===== src/rtl/muldiv_unit.sv =====
// Iterative RV64M multiply/divide unit: shift-add multiplier, restoring divider,
// fast path for divide-by-zero and signed overflow, flushable mid-operation.
//
// state | meaning
// IDLE  | waiting for start
// CALC  | one multiply/divide bit per cycle, counter runs N..1
// FIXUP | sign correction, half select, word sign-extension, result register load
// DONE  | done pulse; a new start here is accepted without an idle bubble
module muldiv_unit #(
    parameter int XLEN     = 64,
    parameter bit WORD_OPS = 1'b1
) (
    input  logic            clk,
    input  logic            resetN,
    input  logic            start,
    input  logic            flush,
    input  logic [2:0]      funct3,
    input  logic            isWord,
    input  logic [XLEN-1:0] a,
    input  logic [XLEN-1:0] b,
    input  logic [4:0]      rdIn,
    output logic            busy,
    output logic            done,
    output logic [XLEN-1:0] result,
    output logic [4:0]      rd
);

    localparam bit WORD_EN = WORD_OPS && (XLEN == 64);
    localparam int CW      = $clog2(XLEN + 1);
    localparam int WSH     = XLEN - 32;
    localparam logic [XLEN-1:0] MIN_S = {1'b1, {(XLEN-1){1'b0}}};
    localparam logic [XLEN-1:0] MIN_W = ~{{(XLEN-31){1'b0}}, {31{1'b1}}};

    typedef enum logic [1:0] {S_IDLE, S_CALC, S_FIXUP, S_DONE} state_t;

    state_t              state_q, state_d;
    logic [CW-1:0]       cnt_q, cnt_d;
    logic [2:0]          f3_q, f3_d;
    logic                word_q, word_d;
    logic                neg_q, neg_d;
    logic [4:0]          tag_q, tag_d;
    logic [XLEN-1:0]     x_q, x_d;
    logic [2*XLEN-1:0]   y_q, y_d;
    logic [2*XLEN-1:0]   acc_q, acc_d;
    logic [XLEN-1:0]     result_q, result_d;
    logic [4:0]          rd_q, rd_d;

    function automatic logic [XLEN-1:0] sext32(input logic [31:0] v);
        logic [XLEN-1:0] r;
        r       = {XLEN{v[31]}};
        r[31:0] = v;
        return r;
    endfunction

    function automatic logic [XLEN-1:0] zext32(input logic [31:0] v);
        logic [XLEN-1:0] r;
        r       = '0;
        r[31:0] = v;
        return r;
    endfunction

    logic            word_in, is_div_in, a_signed, b_signed;
    logic            a_neg, b_neg, neg_in, div_zero, div_ovf, fast_in;
    logic [XLEN-1:0] a_ext, b_ext, mag_a, mag_b;

    always_comb begin
        word_in   = WORD_EN && isWord;
        is_div_in = funct3[2];
        a_signed  = is_div_in ? !funct3[0] : (funct3 != 3'd3);
        b_signed  = is_div_in ? !funct3[0] : (funct3[1] == 1'b0);
        a_ext     = a;
        b_ext     = b;
        if (word_in) begin
            a_ext = a_signed ? sext32(a[31:0]) : zext32(a[31:0]);
            b_ext = b_signed ? sext32(b[31:0]) : zext32(b[31:0]);
        end
        a_neg    = a_signed && a_ext[XLEN-1];
        b_neg    = b_signed && b_ext[XLEN-1];
        mag_a    = a_neg ? -a_ext : a_ext;
        mag_b    = b_neg ? -b_ext : b_ext;
        // Remainder takes the dividend's sign; everything else the XOR of both.
        neg_in   = (funct3[2] && funct3[1]) ? a_neg : (a_neg ^ b_neg);
        div_zero = (b_ext == '0);
        div_ovf  = a_signed && (a_ext == (word_in ? MIN_W : MIN_S)) && (b_ext == '1);
        fast_in  = is_div_in && (div_zero || div_ovf);
    end

    logic [XLEN:0]     rem_sh, diff;
    logic              q_bit;
    logic [2*XLEN-1:0] prod;
    logic [XLEN-1:0]   mul_sel, div_val, div_sel, fix_val;

    always_comb begin
        rem_sh  = {acc_q[XLEN-1:0], x_q[XLEN-1]};
        diff    = rem_sh - {1'b0, y_q[XLEN-1:0]};
        q_bit   = !diff[XLEN];
        prod    = neg_q ? -acc_q : acc_q;
        if (f3_q[1:0] == 2'b00)
            mul_sel = prod[XLEN-1:0];
        else if (word_q)
            mul_sel = prod[32 +: XLEN];
        else
            mul_sel = prod[XLEN +: XLEN];
        div_val = f3_q[1] ? acc_q[XLEN-1:0] : x_q;
        div_sel = neg_q ? -div_val : div_val;
        fix_val = f3_q[2] ? div_sel : mul_sel;
        if (word_q)
            fix_val = sext32(fix_val[31:0]);
    end

    always_comb begin
        state_d  = state_q;
        cnt_d    = cnt_q;
        f3_d     = f3_q;
        word_d   = word_q;
        neg_d    = neg_q;
        tag_d    = tag_q;
        x_d      = x_q;
        y_d      = y_q;
        acc_d    = acc_q;
        result_d = result_q;
        rd_d     = rd_q;
        if (flush) begin
            state_d = S_IDLE;
        end else begin
            case (state_q)
                S_IDLE, S_DONE: begin
                    state_d = S_IDLE;
                    if (start) begin
                        f3_d   = funct3;
                        word_d = word_in;
                        tag_d  = rdIn;
                        cnt_d  = word_in ? CW'(32) : CW'(XLEN);
                        neg_d  = neg_in;
                        acc_d  = '0;
                        y_d    = {{XLEN{1'b0}}, is_div_in ? mag_b : mag_a};
                        x_d    = is_div_in ? (word_in ? (mag_a << WSH) : mag_a) : mag_b;
                        // Fast path preloads quotient/remainder so FIXUP needs no special case.
                        if (is_div_in && div_zero) begin
                            neg_d = 1'b0;
                            x_d   = '1;
                            acc_d = {{XLEN{1'b0}}, a_ext};
                        end else if (is_div_in && div_ovf) begin
                            neg_d = 1'b0;
                            x_d   = a_ext;
                        end
                        state_d = fast_in ? S_FIXUP : S_CALC;
                    end
                end
                S_CALC: begin
                    if (f3_q[2]) begin
                        acc_d = {{XLEN{1'b0}}, q_bit ? diff[XLEN-1:0] : rem_sh[XLEN-1:0]};
                        x_d   = {x_q[XLEN-2:0], q_bit};
                    end else begin
                        acc_d = acc_q + (x_q[0] ? y_q : '0);
                        y_d   = y_q << 1;
                        x_d   = x_q >> 1;
                    end
                    cnt_d = cnt_q - 1'b1;
                    if (cnt_q == CW'(1))
                        state_d = S_FIXUP;
                end
                S_FIXUP: begin
                    result_d = fix_val;
                    rd_d     = tag_q;
                    state_d  = S_DONE;
                end
                default: state_d = S_IDLE;
            endcase
        end
    end

    always_ff @(posedge clk) begin
        if (!resetN) begin
            state_q  <= S_IDLE;
            cnt_q    <= '0;
            f3_q     <= '0;
            word_q   <= 1'b0;
            neg_q    <= 1'b0;
            tag_q    <= '0;
            x_q      <= '0;
            y_q      <= '0;
            acc_q    <= '0;
            result_q <= '0;
            rd_q     <= '0;
        end else begin
            state_q  <= state_d;
            cnt_q    <= cnt_d;
            f3_q     <= f3_d;
            word_q   <= word_d;
            neg_q    <= neg_d;
            tag_q    <= tag_d;
            x_q      <= x_d;
            y_q      <= y_d;
            acc_q    <= acc_d;
            result_q <= result_d;
            rd_q     <= rd_d;
        end
    end

    assign busy   = (state_q == S_CALC) || (state_q == S_FIXUP);
    assign done   = (state_q == S_DONE);
    assign result = result_q;
    assign rd     = rd_q;

endmodule


===== config.mk =====
export PLATFORM = sky130hd
export DESIGN_NAME = muldiv_unit
export DESIGN_NICKNAME = d
export VERILOG_FILES = /design/src/rtl/muldiv_unit.sv
export SDC_FILE = /design/constraint.sdc
export NUM_CORES = 2
export LEC_CHECK = 0
export BUFFER_PORTS_ARGS = -buffer_cell sky130_fd_sc_hd__buf_2
export CAP_MARGIN = 15
export CORE_ASPECT_RATIO = 0.75
export CORE_MARGIN = 4
export CORE_UTILIZATION = 35
export CTS_CLUSTER_SIZE = 28
export DETAILED_ROUTE_END_ITERATION = 8
export PLACE_DENSITY = 0.49
export RECOVER_POWER = 25
export SYNTH_ARGS = -nofsm -noshare
export SYNTH_HDL_FRONTEND = slang
export SYNTH_SLANG_ARGS = --single-unit

===== constraint.sdc =====
create_clock -name clk -period 7.6 [get_ports clk]
set_input_delay 1.14 -clock clk [delete_from_list [all_inputs] [get_ports clk]]
set_output_delay 1.14 -clock clk [all_outputs]
set_load 0.02 [all_outputs]

== Yosys cells after proc, flatten, opt, wreduce, memory -nomap -nowiden ==
Index checks and enable logic that the tools add are counted.
Widths: inputs -> output; s select.

* Bits in registers: 408
* Output and inout bits: 71
* Logic and storage cells: 97
* Input port bits: 141

* Reductions and logical operators: 22
* $add $sub $neg: 7
* Bitwise logic cells: 4
* Mux-type cells: 43
* Equal/unequal tests: 10

{| class="wikitable"
|+ Operator list
! kind !! count
|-
| $mux 64 || 21
|-
| $mux 128 || 6
|-
| $pmux 128 s2 || 2
|-
| $neg 64->64 || 3
|-
| $add 128x128->128 || 1
|-
| $neg 128->128 || 1
|-
| $pmux 64 s2 || 1
|-
| $sub 65x64->65 || 1
|-
| $eq 64x64->1 || 1
|-
| $eq 64x64->1 const B || 1
|-
| $logic_not 64->1 || 1
|-
| $mux 63 || 1
|-
| $mux 7 || 2
|-
| $pmux 7 s2 || 1
|-
| $logic_and 1x1->1 || 8
|-
| $eq 7x1->1 const B || 1
|-
| $sub 7x1->7 const B || 1
|-
| $mux 2 || 3
|-
| $ne 2x2->1 const B || 3
|-
| $pmux 2 s3 || 1
|-
| $reduce_and 3->1 || 2
|-
| $mux 1 || 5
|-
| $eq 2x2->1 const B || 2
|-
| $logic_not 2->1 || 2
|-
| 10 further kinds || 15
|}

== Depth between registers and ports, before layout ==
* Depth in word-level cells: 12
* Gate-level depth with buffers: 23
* Depth with buffers taken out: 15

== Worst setup path after synthesis ==
OpenSTA, ideal clock, no wires.

* Path kind: reg2reg
* Start point: reg f3_q[1]
* End point: reg result_q[62], in the netlist result[62]
* Data required time: 7479 ps
* Library setup time: 121 ps
* Path buffers: 10
* Arrival: 5527 ps
* Path slack: 1951 ps
* Stages on the path, launching flop included: 23
* Period minus slack after synthesis: 5649 ps
* Cell sequence: dfxtp_1 buf_2 buf_4 buf_2 buf_2 buf_2 buf_2 buf_2 buf_2 buf_1 buf_2 mux2i_1 ha_1 o2111ai_1 a2111oi_1 nand4_1 nor4_2 nand3_1 or3_1 o31ai_1 xor2_1 a221oi_1 o21ai_1

* Longest elaborated chain between the ends: 5
* Elaborated cells on any way between the ends: 7
* Classes of those cells: 1 x add/sub; 5 x mux; 1 x reduce/logical

{| class="wikitable"
|+ RTL lines
! item !! RTL line !! source
|-
| start, declared || 38 || <nowiki>logic [2:0] f3_q, f3_d;</nowiki>
|-
| start signal, assigned || 177 || <nowiki>f3_q <= '0;</nowiki>
|-
| start signal, assigned || 189 || <nowiki>f3_q <= f3_d;</nowiki>
|-
| $mux 64 || 104 || <nowiki>div_val = f3_q[1] ? acc_q[XLEN-1:0] : x_q;</nowiki>
|-
| $neg 64->64 || 105 || <nowiki>div_sel = neg_q ? -div_val : div_val;</nowiki>
|-
| $mux 64 || 105 ||
|-
| $mux 64 * || 106 || <nowiki>fix_val = f3_q[2] ? div_sel : mul_sel;</nowiki>
|-
| $mux 64 * || 107 || <nowiki>if (word_q)</nowiki>
|-
| end signal, assigned || 196 || <nowiki>result_q <= result_d;</nowiki>
|-
| end, declared || 45 || <nowiki>logic [XLEN-1:0] result_q, result_d;</nowiki>
|}

Every way passes the cells marked *; elsewhere a longest branch is shown, timed or not.
A chain may end at the register's enable or synchronous reset.

== Worst setup path after layout ==
* Start point: reg state_q[0]
* End point: reg y_q[126]

* Longest elaborated chain between the ends: 4
* Elaborated cells on any way between the ends: 9
* Classes of those cells: 4 x eq/ne; 1 x mux; 4 x reduce/logical

{| class="wikitable"
|+ RTL lines
! item !! RTL line !! source
|-
| start, declared || 36 || <nowiki>state_t state_q, state_d;</nowiki>
|-
| start signal, assigned || 187 || <nowiki>state_q <= state_d;</nowiki>
|-
| $eq 2x2->1 / $logic_not 2->1 (equally long branches) || 126 || <nowiki>case (state_q)</nowiki>
|-
| $reduce_or 2->1 || 126 ||
|-
| $ne 2x2->1 (no source line) / $reduce_bool 2->1 (equally long branches) || n/a ||
|-
| $reduce_and 4->1 (no source line) || n/a ||
|-
| end signal, assigned || 194 || <nowiki>y_q <= y_d;</nowiki>
|-
| end, declared || 43 || <nowiki>logic [2*XLEN-1:0] y_q, y_d;</nowiki>
|}

Several ways; a longest one is shown, not always the timed one.

==> impl_metrics.py <==
metrics = {
    "final_layout": {
        "final_util_pct": 38.6,
        "final_cell_mix": "nand2_1, a21oi_1, o21ai_0",
        "final_area_sq_um": 47200,
        "final_common_cell": "nand2_1",
        "synthToLayoutAreaGrowth_pct": 9.59,
        "drive_gt1_share_pct": 7.29,
        "instances_no_fill": 7784,
        "diodes": 0,
        "nets": 6454,
    },
    "setup_path": {
        "cpLargestDelayFamily": "buffers and inverters",
        "worstPathArrival_ns": 7.21,
        "crit_slowest_cell": "clkbuf_2",
        "endpoint_kind": "flop",
        "path_buf_inv": 4,
        "path_max_fanout": 104,
        "max_stage_delay_ns": 1.92,
        "crit_chain": "inv_1 > ha_1 > a211oi_1 > clkbuf_1 > clkbuf_2 > nand2_4 > buf_4 > a22oi_1 > nor2b_1",
        "cp_data_required_time_ns": 8.11,
        "path_class": "reg -> reg",
        "cp-start-kind": "flop",
    },
    "timing": {
        "timing.final.crit_share_pct": 88.2,
        "period_needed_ns": 6.70,
        "tightest_slew_ns": 3.93,
        "clock_skew_ns": 0.0385,
        "tns_ns": 0,
        "setup_viol": 0,
        "final_hold_viol_count": 0,
        "rsz0062_at_grt": "no",
        "finalMaxSlewViolations": 385,
        "slew_headroom_pct": -162,
        "max_clock_freq_ghz": 0.149,
    },
    "global_routing": {
        "grt_pass1_vias": 43900,
        "grt_max_degree": 107,
        "overflow": 0,
        "antenna_found_initial": 7,
        "grt_pass1_wl_um": 319000,
        "grt_usage_pct": 33.1,
    },
    "run_status": {
        "violations": "max-capacitance violations, max-slew violations",
        "status": "complete, but fails checks",
    },
    "synthesis": {
        "synthTopCellsByArea": "dfxtp_1, a21oi_1, o21ai_0, nand2_1, ha_1",
        "synth_cell_type_count": 101,
        "synth_warnings": 0,
        "synth_edf_count": 0,
        "ys_seq_elements": 408,
        "async_flop_share_pct": 0,
        "synth_seq_area_share_pct": 19.0,
        "avgSynthCellArea_sq_um": 6.96,
        "yosysTopAreaCellShare_pct": 19.0,
        "syn-cell-area_sq_um": 43100,
        "syn_inst": 6192,
        "synth-main-ff-cell": "dfxtp_1",
        "synth_largest_area_cell": "dfxtp_1",
        "syn_nets": 6536,
    },
    "route": {
        "drc": 0,
        "antenna_left": 0,
        "wl_per_cell_um": 28.8,
        "wl_um": 224000,
        "drt-initial-drc-count": 7206,
        "via_per_inst": 6.30,
        "first_pass_iters": 8,
        "vias": 49100,
    },
    "run": {
        "cap_viol_max_count": 6,
    },
    "hold_path": {
        "min_path_type": "reg -> reg",
    },
    "placement": {
        "postPlaceCellArea_sq_um": 45400,
        "placed_cells": 7692,
        "place.gp.congestion": 1.05,
        "portBuffers": 211,
        "dpl.hpwl_um": 178000,
    },
    "die": {
        "die_w_um": 413,
        "ios": 212,
        "die_y_um": 312,
        "die_area_sq_um": 129000,
        "core_sq_um": 122000,
        "start_util_pct": 35.3,
        "rows": 111,
    },
    "cts": {
        "clockBufferDepth": 3,
        "cts_hold_buf": 0,
        "postCtsSetupBuffers": 0,
        "htreeDepth": 2,
        "cts_tree": "done",
        "cts_inserted_buffers": 51,
        "postCtsResizedCells": 0,
        "clkSinkCount": 408,
        "clk_pin_slew_ns": 0.07,
        "root_buffer": "clkbuf_16",
        "clk_latency_ns": 0.65,
    },
    "power_and_ir_drop": {
        "irDropWorstVdd_mv": 0.176,
        "leakagePower_uw": 0.0178,
        "power_density_nw_per_um2": 170,
        "p_total_uw": 8030,
    },
}
## report_power, final
part	total (uW)	switching, uW	internal [uW]
logic	2730	1840	895
registers	2420	197	2220
clock network	2880	1110	1770
## state kept, by name, summed over array words and instances, names as in the netlist
| signal | count |
|---|---|
| tag_q | 5 |
| acc_q | 128 |
| neg_q | 1 |
| result | 64 |
| rd | 5 |
| cnt_q | 7 |
| y_q | 128 |
| x_q | 64 |
| f3_q | 3 |
| word_q | 1 |
| state_q | 2 |
## cell usage after synthesis (41+ instances only)
cell      instances
o21bai_1         63
and2_1          155
nor4_1           48
xor2_1          223
xnor2_1         227
o21ai_0         592
a211oi_1        105
o31ai_1          83
a21o_1          122
nor2b_1         120
o211ai_1         84
a221oi_1         57
a21boi_0         59
ha_1            201
dfxtp_1         408
nand4_1         110
inv_1           143
or3_1            52
nor3_1          155
a22oi_1          87
clkbuf_1        380
o211a_1          44
nand2_1         685
a31oi_1          41
a21oi_1         646
mux2i_1         152
or4_1            43
nand3_1         112
nor2_1          491
buf_1            53
## per-layer routing
| metal | part of all wire, % | global-route usage, % | vias up |
|---|---|---|---|
| met5 | 0 | 0 | - |
| met4 | 3.4 | 9.41 | 0 |
| met3 | 12 | 9.69 | 317 |
| met2 | 39 | 45.2 | 2653 |
| met1 | 46 | 49.3 | 23600 |
| li1 | - | - | 22500 |
## worst min-delay path, stage by stage (launching register included)
cell and delay, ns:
dfxtp_1 0.33, nand2_1 0.04, o21ai_0 0.05
## area by class of cell
| type | instances | area (sq um) |
|---|---|---|
| Clock buffer | 68 | 1490 |
| Multi-Input combinational cell | 5180 | 32700 |
| Tap cell | 1638 | 2050 |
| Timing Repair Buffer | 323 | 1820 |
| Inverter | 146 | 551 |
| Clock inverter | 21 | 429 |
| Sequential cell | 408 | 8180 |
| Fill cell | 13200 | 75000 |
## stage by stage
| step | worst slack (ns) | hold WS, ns |
|---|---|---|
| floorplan | 1.95 | 0.441 |
| global placement | 1.75 | 0.437 |
| detailed placement | 1.68 | 0.442 |
| CTS | 1.68 | 0.456 |
| global route | 0.720 | 0.483 |
| finish | 0.898 | 0.454 |
## kinds of logic after synthesis
kind of cell	Yosys count	share of synthesized area, %
flops	408	19.0
compound gates	2229	32.6
mux	179	4.24
xor+xnor	450	9.15
fa+ha+maj	203	5.93
buf+inv	604	5.39
simple gates	2119	23.7
## final timing paths
path	slack (ns)	startpoint	endpoint	depth (start not counted)
setup / recovery	0.90	state_q[0]$_SDFFE_PP0P_	y_q[126]$_SDFFE_PN0P_	9
setup reg to reg	0.90	state_q[0]$_SDFFE_PP0P_	y_q[126]$_SDFFE_PN0P_	9
hold / removal	0.45	result[46]$_SDFFE_PN0P_	result[46]$_SDFFE_PN0P_	2
hold reg to reg	0.45	result[46]$_SDFFE_PN0P_	result[46]$_SDFFE_PN0P_	2
No activity file was read; power rests on OpenSTA's default activity.
